--- src/rtl/spi_bus_arbiter.sv ---
// Round-robin arbiter sharing one SPI bus (SCLK, MOSI, per-device SS) between
// the flash master (0) and the light-sensor master (1).
module spi_bus_arbiter #(
  parameter int GAP_CYCLES = 4,
  parameter int TIMEOUT    = 1023,
  parameter int CNT_W      = 10
) (
  input  logic       clk,
  input  logic       rst,
  input  logic [1:0] req_valid,
  output logic [1:0] req_ready,
  output logic [1:0] req_timeout,
  output logic [1:0] m_valid,
  input  logic [1:0] m_ready,
  input  logic [1:0] m_sclk,
  input  logic [1:0] m_ss,
  input  logic [1:0] m_mosi,
  output logic       bus_sclk,
  output logic [1:0] bus_ss,
  output logic       bus_mosi,
  output logic [1:0] grant,
  output logic       busy
);

  typedef enum logic [1:0] {IDLE, ISSUE, BUSY, GAP} state_t;

  localparam logic [CNT_W-1:0] TIMEOUT_LAST = CNT_W'(TIMEOUT - 1);
  localparam logic [CNT_W-1:0] GAP_LAST     = CNT_W'(GAP_CYCLES - 1);

  state_t           state_q, state_d;
  logic [1:0]       grant_q, grant_d;
  logic [1:0]       m_valid_q, m_valid_d;
  logic [1:0]       req_ready_q, req_ready_d;
  logic [1:0]       req_timeout_q, req_timeout_d;
  logic             last_q, last_d;
  logic [CNT_W-1:0] cnt_q, cnt_d;
  logic [1:0]       eligible;
  logic             winner;
  logic             done_ok;

  // A request seen in the same cycle as its own completion is the old one still held.
  assign eligible = req_valid & ~req_ready_q;

  always_ff @(posedge clk or posedge rst) begin
    if (rst) begin
      state_q       <= IDLE;
      grant_q       <= 2'b00;
      m_valid_q     <= 2'b00;
      req_ready_q   <= 2'b00;
      req_timeout_q <= 2'b00;
      last_q        <= 1'b1;
      cnt_q         <= '0;
    end else begin
      state_q       <= state_d;
      grant_q       <= grant_d;
      m_valid_q     <= m_valid_d;
      req_ready_q   <= req_ready_d;
      req_timeout_q <= req_timeout_d;
      last_q        <= last_d;
      cnt_q         <= cnt_d;
    end
  end

  always_comb begin
    state_d       = state_q;
    grant_d       = grant_q;
    m_valid_d     = 2'b00;
    req_ready_d   = 2'b00;
    req_timeout_d = 2'b00;
    last_d        = last_q;
    cnt_d         = cnt_q;
    winner        = 1'b0;
    done_ok       = m_ready[grant_q[1]];

    case (state_q)
      IDLE: begin
        if (eligible != 2'b00) begin
          winner    = (eligible == 2'b11) ? ~last_q : eligible[1];
          grant_d   = winner ? 2'b10 : 2'b01;
          m_valid_d = winner ? 2'b10 : 2'b01;
          last_d    = winner;
          state_d   = ISSUE;
        end
      end
      ISSUE: begin
        cnt_d   = '0;
        state_d = BUSY;
      end
      BUSY: begin
        // A done pulse on the final cycle still wins over the timeout.
        if (done_ok || (cnt_q == TIMEOUT_LAST)) begin
          req_ready_d   = grant_q;
          req_timeout_d = done_ok ? 2'b00 : grant_q;
          grant_d       = 2'b00;
          cnt_d         = '0;
          state_d       = (GAP_CYCLES == 0) ? IDLE : GAP;
        end else begin
          cnt_d = cnt_q + CNT_W'(1);
        end
      end
      GAP: begin
        if (cnt_q == GAP_LAST) begin
          cnt_d   = '0;
          state_d = IDLE;
        end else begin
          cnt_d = cnt_q + CNT_W'(1);
        end
      end
      default: state_d = IDLE;
    endcase
  end

  assign grant       = grant_q;
  assign m_valid     = m_valid_q;
  assign req_ready   = req_ready_q;
  assign req_timeout = req_timeout_q;
  assign busy        = (state_q == ISSUE) || (state_q == BUSY);

  assign bus_ss[0] = grant_q[0] ? m_ss[0] : 1'b1;
  assign bus_ss[1] = grant_q[1] ? m_ss[1] : 1'b1;
  assign bus_sclk  = |(grant_q & m_sclk);
  assign bus_mosi  = |(grant_q & m_mosi);

endmodule
--- config.mk ---
export PLATFORM = sky130hd
export DESIGN_NAME = spi_bus_arbiter
export DESIGN_NICKNAME = d
export VERILOG_FILES = /design/src/rtl/spi_bus_arbiter.sv
export SDC_FILE = /design/constraint.sdc
export NUM_CORES = 1
export LEC_CHECK = 0
export BUFFER_PORTS_ARGS = -buffer_cell sky130_fd_sc_hd__buf_2
export CAP_MARGIN = 5
export CORE_MARGIN = 8
export CORE_UTILIZATION = 53
export DETAILED_ROUTE_END_ITERATION = 16
export GPL_TIMING_DRIVEN = 0
export HOLD_SLACK_MARGIN = 0.03
export PLACE_DENSITY = 0.82
export SYNTH_ARGS = -nofsm -noshare
export SYNTH_HDL_FRONTEND = slang
export SYNTH_SLANG_ARGS = --single-unit
--- constraint.sdc ---
create_clock -name clk -period 2.3 [get_ports clk]
set_input_delay 0.46 -clock clk [delete_from_list [all_inputs] [get_ports clk]]
set_output_delay 0.46 -clock clk [all_outputs]
set_load 0.01 [all_outputs]
* Word-level counts from Yosys, hierarchy flattened *
Index checks and enable logic that the tools add are counted.

storage, ports and cells
  bits in registers = 21
  output and inout bits = 13
  word-level logic and storage cells = 57

operators by class
  add/sub/neg operators = 1
  $lt $le $gt $ge = 1
  eq/ne operators = 9
  multiplexer cells = 23
  bitwise gates (word level) = 5
  reductions and logical operators = 11

operator list
  operator                                                               number
  10-bit case mux with 3 select lines                                    1
  2-bit 2-to-1 mux                                                       13
  10-bit 2-to-1 mux                                                      2
  10-bit by 1-bit adder with 10-bit output (second input constant)       1
  10-bit == test (second input constant)                                 1
  10-bit by 2-bit == test with 1-bit output (second input constant)      1
  2-bit case mux with 4 select lines                                     1
  2-bit bitwise AND                                                      3
  2-bit == test (second input constant)                                  3
  2-bit inequality test (second input constant)                          3
  3-bit AND reduction                                                    2
  1-bit 2-to-1 mux                                                       5
  2-bit case mux with 2 select lines                                     1
  2-bit nonzero test                                                     2
  2-bit OR reduction                                                     2
  3-bit nonzero test                                                     1
  2-bit by 1-bit == test with 1-bit output (second input constant)       1
  2-bit zero test                                                        1
  1-bit logical OR                                                       2
  1-bit by 2-bit < comparator with 1-bit output (second input constant)  1
  2-bit inverter                                                         1
  2-bit AND reduction                                                    1
  1-bit inverter                                                         1

* Longest topological paths before layout *
  depth in word-level cells = 7
  mapped depth = 7
  depth with buffers taken out = 6

* Worst setup path after synthesis *
Ideal clock, no wire load.

  kind = reg2reg
  start point = register cnt_q[0]
  end point = register state_q[1]
  library setup time = 0.125 ns
  arrival time = 1.684 ns
  required time = 2.175 ns
  path slack = 0.490 ns
  cell stages (with the launch flop) = 7
  path buffers = 0
  period minus slack after synthesis = 1.810 ns
  cells stage by stage = dfrtp_1 -> inv_1 -> ha_1 -> nand2_1 -> or3_1 -> a311o_1 -> mux2_4

between the ends
  word-level cells in the longest chain between the ends = 4
  elaborated cells between the ends (all ways) = 6

RTL lines
  element                            RTL line  source
  start: declaration                 36        logic [CNT_W-1:0] cnt_q, cnt_d;
  start signal: assignment           60        cnt_q <= cnt_d;
  10-bit == test                     91        if (done_ok || (cnt_q == TIMEOUT_LAST)) begin
  1-bit logical OR                   91
  2-bit inequality test (no line)    n/a
  3-bit AND reduction (no line) (*)  n/a
  end signal: assignment             54        state_q <= state_d;
  end: declaration                   30        state_t state_q, state_d;

Mark *: on every way between the ends. The rest lies on a longest branch, timed or not.
A chain may end at the register's enable or synchronous reset.

* Worst setup path after layout *
  start point = register cnt_q[1]
  end point = register state_q[1]

The elaborated chain is that of the path after synthesis.

==> flow_metrics.env <==
export IMPL_dpl_cell_count=176
export IMPL_finalHoldWorstSlack_ns=0.2613
export IMPL_tns_ns=0
export IMPL_path_depth=5
export IMPL_netlist_instances=124
export IMPL_wirelength_um=2633
export IMPL_synth_edff_count=0
export IMPL_yosysSeqAreaShare_pct=45.22
export IMPL_setup_viol=0
export IMPL_postSynthAreaPerCell_um2=9.394
export IMPL_syn_cell_area_mm2=0.001165
export IMPL_max_freq_mhz=476.3
export IMPL_grt_pass1_wl_um=4560
export IMPL_coreArea_mm2=0.002148
export IMPL_cts_buffers=3
export IMPL_min_period_over_period_pct=91.29
export IMPL_antenna_cells=0
export IMPL_fp_dieArea_mm2=0.003954
export IMPL_min_path_type="in -> async"
export IMPL_via_per_inst=6.006
export IMPL_drive_gt1_share_pct=21.71
export IMPL_leakagePower_nw=0.6410
export IMPL_place_area_mm2=0.001320
export IMPL_clk_pin_slew_ns=0.11
export IMPL_wl_per_cell_um=14.63
export IMPL_status="finished clean"
export IMPL_arrival_ns=2.30
export IMPL_r2r_start="cnt_q[1]$_DFFE_PP0P_"
export IMPL_setup_ws_ns=0.2004
export IMPL_path_max_fanout=9
export IMPL_antenna_found_initial=0
export IMPL_start_util_pct=54.22
export IMPL_postLayoutCoreUtil_pct=62.67
export IMPL_ys_warn_count=0
export IMPL_cp_endpoint="state_q[1]$_DFFE_PP0P_"
export IMPL_end_kind="register"
export IMPL_gp_congestion=0.8845
export IMPL_rsz0062_at_grt="false"
export IMPL_cts_max_level=1
export IMPL_overflow=0
export IMPL_maxCapViolCount=0
export IMPL_port_buffers=24
export IMPL_yosys_area_top_type="dfrtp_1"
export IMPL_fin_cells=180
export IMPL_post_cts_buffers=0
export IMPL_cts_hold_buf=0
export IMPL_clock_path_buffers=2
export IMPL_synthTopCellsByArea="dfrtp_1 43%, ha_1 6.4%, nor3_1 5.2%"
export IMPL_antenna_left=0
export IMPL_cp_required_ns=2.50
export IMPL_first_iter_violations=40
export IMPL_clk_latency_ns=0.31
export IMPL_grt_use_total_pct=13.99
export IMPL_pin_count=25
export IMPL_drcViolationCount=0
export IMPL_grt_pass1_vias=1018
export IMPL_layout_commonest_cell="buf_2"
export IMPL_cts_num_sinks=21
export IMPL_r2r_cells=5
export IMPL_dieHeight_um=62.88
export IMPL_synth_fp_nets=142
export IMPL_worstMarginPinSlew_ns=0.7555
export IMPL_final_nets=171
export IMPL_fin_crit_ns=2.100
export IMPL_power_density_mw_per_mm2=956.5
export IMPL_cp_top_family="compound AO/OA/AOI/OAI gates"
export IMPL_synthFlopType="dfrtp_1"
export IMPL_synthToLayoutAreaGrowth_pct=15.57
export IMPL_cts_repair_resized=0
export IMPL_critPathLaunchType="register"
export IMPL_synth_async_sr_flop_share_pct=100.0
export IMPL_vias=1081
export IMPL_slowest_delay_ns=0.43
export IMPL_cts_tree="done"
export IMPL_cp_buffers_inverters=0
export IMPL_crit_start="cnt_q[1]$_DFFE_PP0P_"
export IMPL_ys_ff_latch=21
export IMPL_drtPass1Iterations=4
export IMPL_post_place_ws_ns=0.2765
export IMPL_clock_skew_ns=0.009559
export IMPL_worstReg2RegEnd="state_q[1]$_DFFE_PP0P_"
export IMPL_p_total_mw=1.288
export IMPL_slew_violations=0
export IMPL_layout_common_cells="24 x buf_2, 20 x dfrtp_1, 14 x nand2_1, 12 x nor3_1, 9 x nor2_1"
export IMPL_r2r_setup_slack_ns=0.20
export IMPL_slowest_stage="dfrtp_1"
export IMPL_dp_hpwl_um=2036
export IMPL_grt_max_degree=22
export IMPL_path_class="reg -> reg"
export IMPL_clock_root_buffer="clkbuf_4"
export IMPL_die_w_um=62.88
export IMPL_slew_headroom_pct=49.58
export IMPL_finalHoldViolCount=0
export IMPL_design_area_mm2=0.001346
export IMPL_synthDominantCellAreaShare_pct=42.96
export IMPL_crit_chain="ha_1, nor4b_1, a31oi_1, a311o_1, mux2_4"
export IMPL_synth_distinct_cells=31
export IMPL_vdd_drop_max_mv=0.6468
export IMPL_rows=17
==> worst reg2reg max path, stage by stage, from the launching register on <==
cell     delay [ns]
dfrtp_1        0.43
ha_1           0.23
nor4b_1        0.30
a31oi_1        0.32
a311o_1        0.39
mux2_4         0.31
==> layout make-up <==
type                    count  area [µm²]
flip-flops and latches     21       526.8
multi-input cells          94       604.3
inverters                   7       26.28
clock buffers               4       26.28
well taps                  28       35.03
fillers                   187       802.0
repair buffers             24       120.1
plain buffers               2       7.507
==> metal layers <==
| metal | GRT usage (%) | vias up | wire [µm] |
|---|---|---|---|
| li1 | - | 506 | - |
| met1 | 15.85 | 514 | 1100 |
| met2 | 22.92 | 55 | 1253 |
| met3 | 4.301 | 6 | 247 |
| met4 | 7.407 | 0 | 33 |
| met5 | 0 | - | 0 |
==> cell families (layout without fill, tap and decap cells) <==
kind of cell               Yosys count  after routing  synth area share (%)
AOI/OAI and AO/OA                   25             25                 14.93
and+or+nand+nor                     58             58                 25.78
muxes                                5              5                 4.726
adders and majority gates            6              6                 6.445
DFF                                 21             21                 45.22
buffers and inverters                9             37                 2.901
==> synth_stat cells, types with 2 or more instances <==
| cell type | count |
|---|---|
| nor2_1 | 9 |
| nor4_1 | 3 |
| nor3_1 | 12 |
| o21ai_0 | 7 |
| ha_1 | 6 |
| o211ai_1 | 4 |
| and2_1 | 2 |
| and3_1 | 3 |
| o31ai_1 | 2 |
| clkbuf_1 | 2 |
| a21oi_1 | 4 |
| nor2b_1 | 2 |
| nand2_1 | 14 |
| nand2b_1 | 3 |
| a22o_1 | 4 |
| nand3_1 | 4 |
| mux2i_1 | 4 |
| dfrtp_1 | 20 |
| inv_1 | 7 |
==> flip-flops by register name, indices dropped and copies added, names as in the netlist <==
name,count
cnt_q,10
grant,2
last_q,1
m_valid,2
req_ready,2
req_timeout,2
state_q,2
==> report_power, final <==
part / internal, mW / switching [mW] / leakage, nW
Sequential: 0.443 / 0.0624 / 0.282
Combinational: 0.252 / 0.356 / 0.344
Clock: 0.0678 / 0.107 / 0.0150
Total: 0.762 / 0.526 / 0.641
==> worst min path at each step <==
stage                                     endpoint          startpoint  slack (ns)  cells past startpoint
after global routing      req_timeout[0]$_DFF_PP0_                 rst        0.35                      2
after CTS                     cnt_q[0]$_DFFE_PP0P_                 rst        0.30                      2
after floorplan               cnt_q[0]$_DFFE_PP0P_                 rst        0.44                      1
after detailed placement        last_q$_DFFE_PP1P_  last_q$_DFFE_PP1P_        0.54                      2
final                         cnt_q[0]$_DFFE_PP0P_                 rst        0.26                      2
after global placement          last_q$_DFFE_PP1P_  last_q$_DFFE_PP1P_        0.49                      2
No activity file was read; power rests on OpenSTA's default activity.
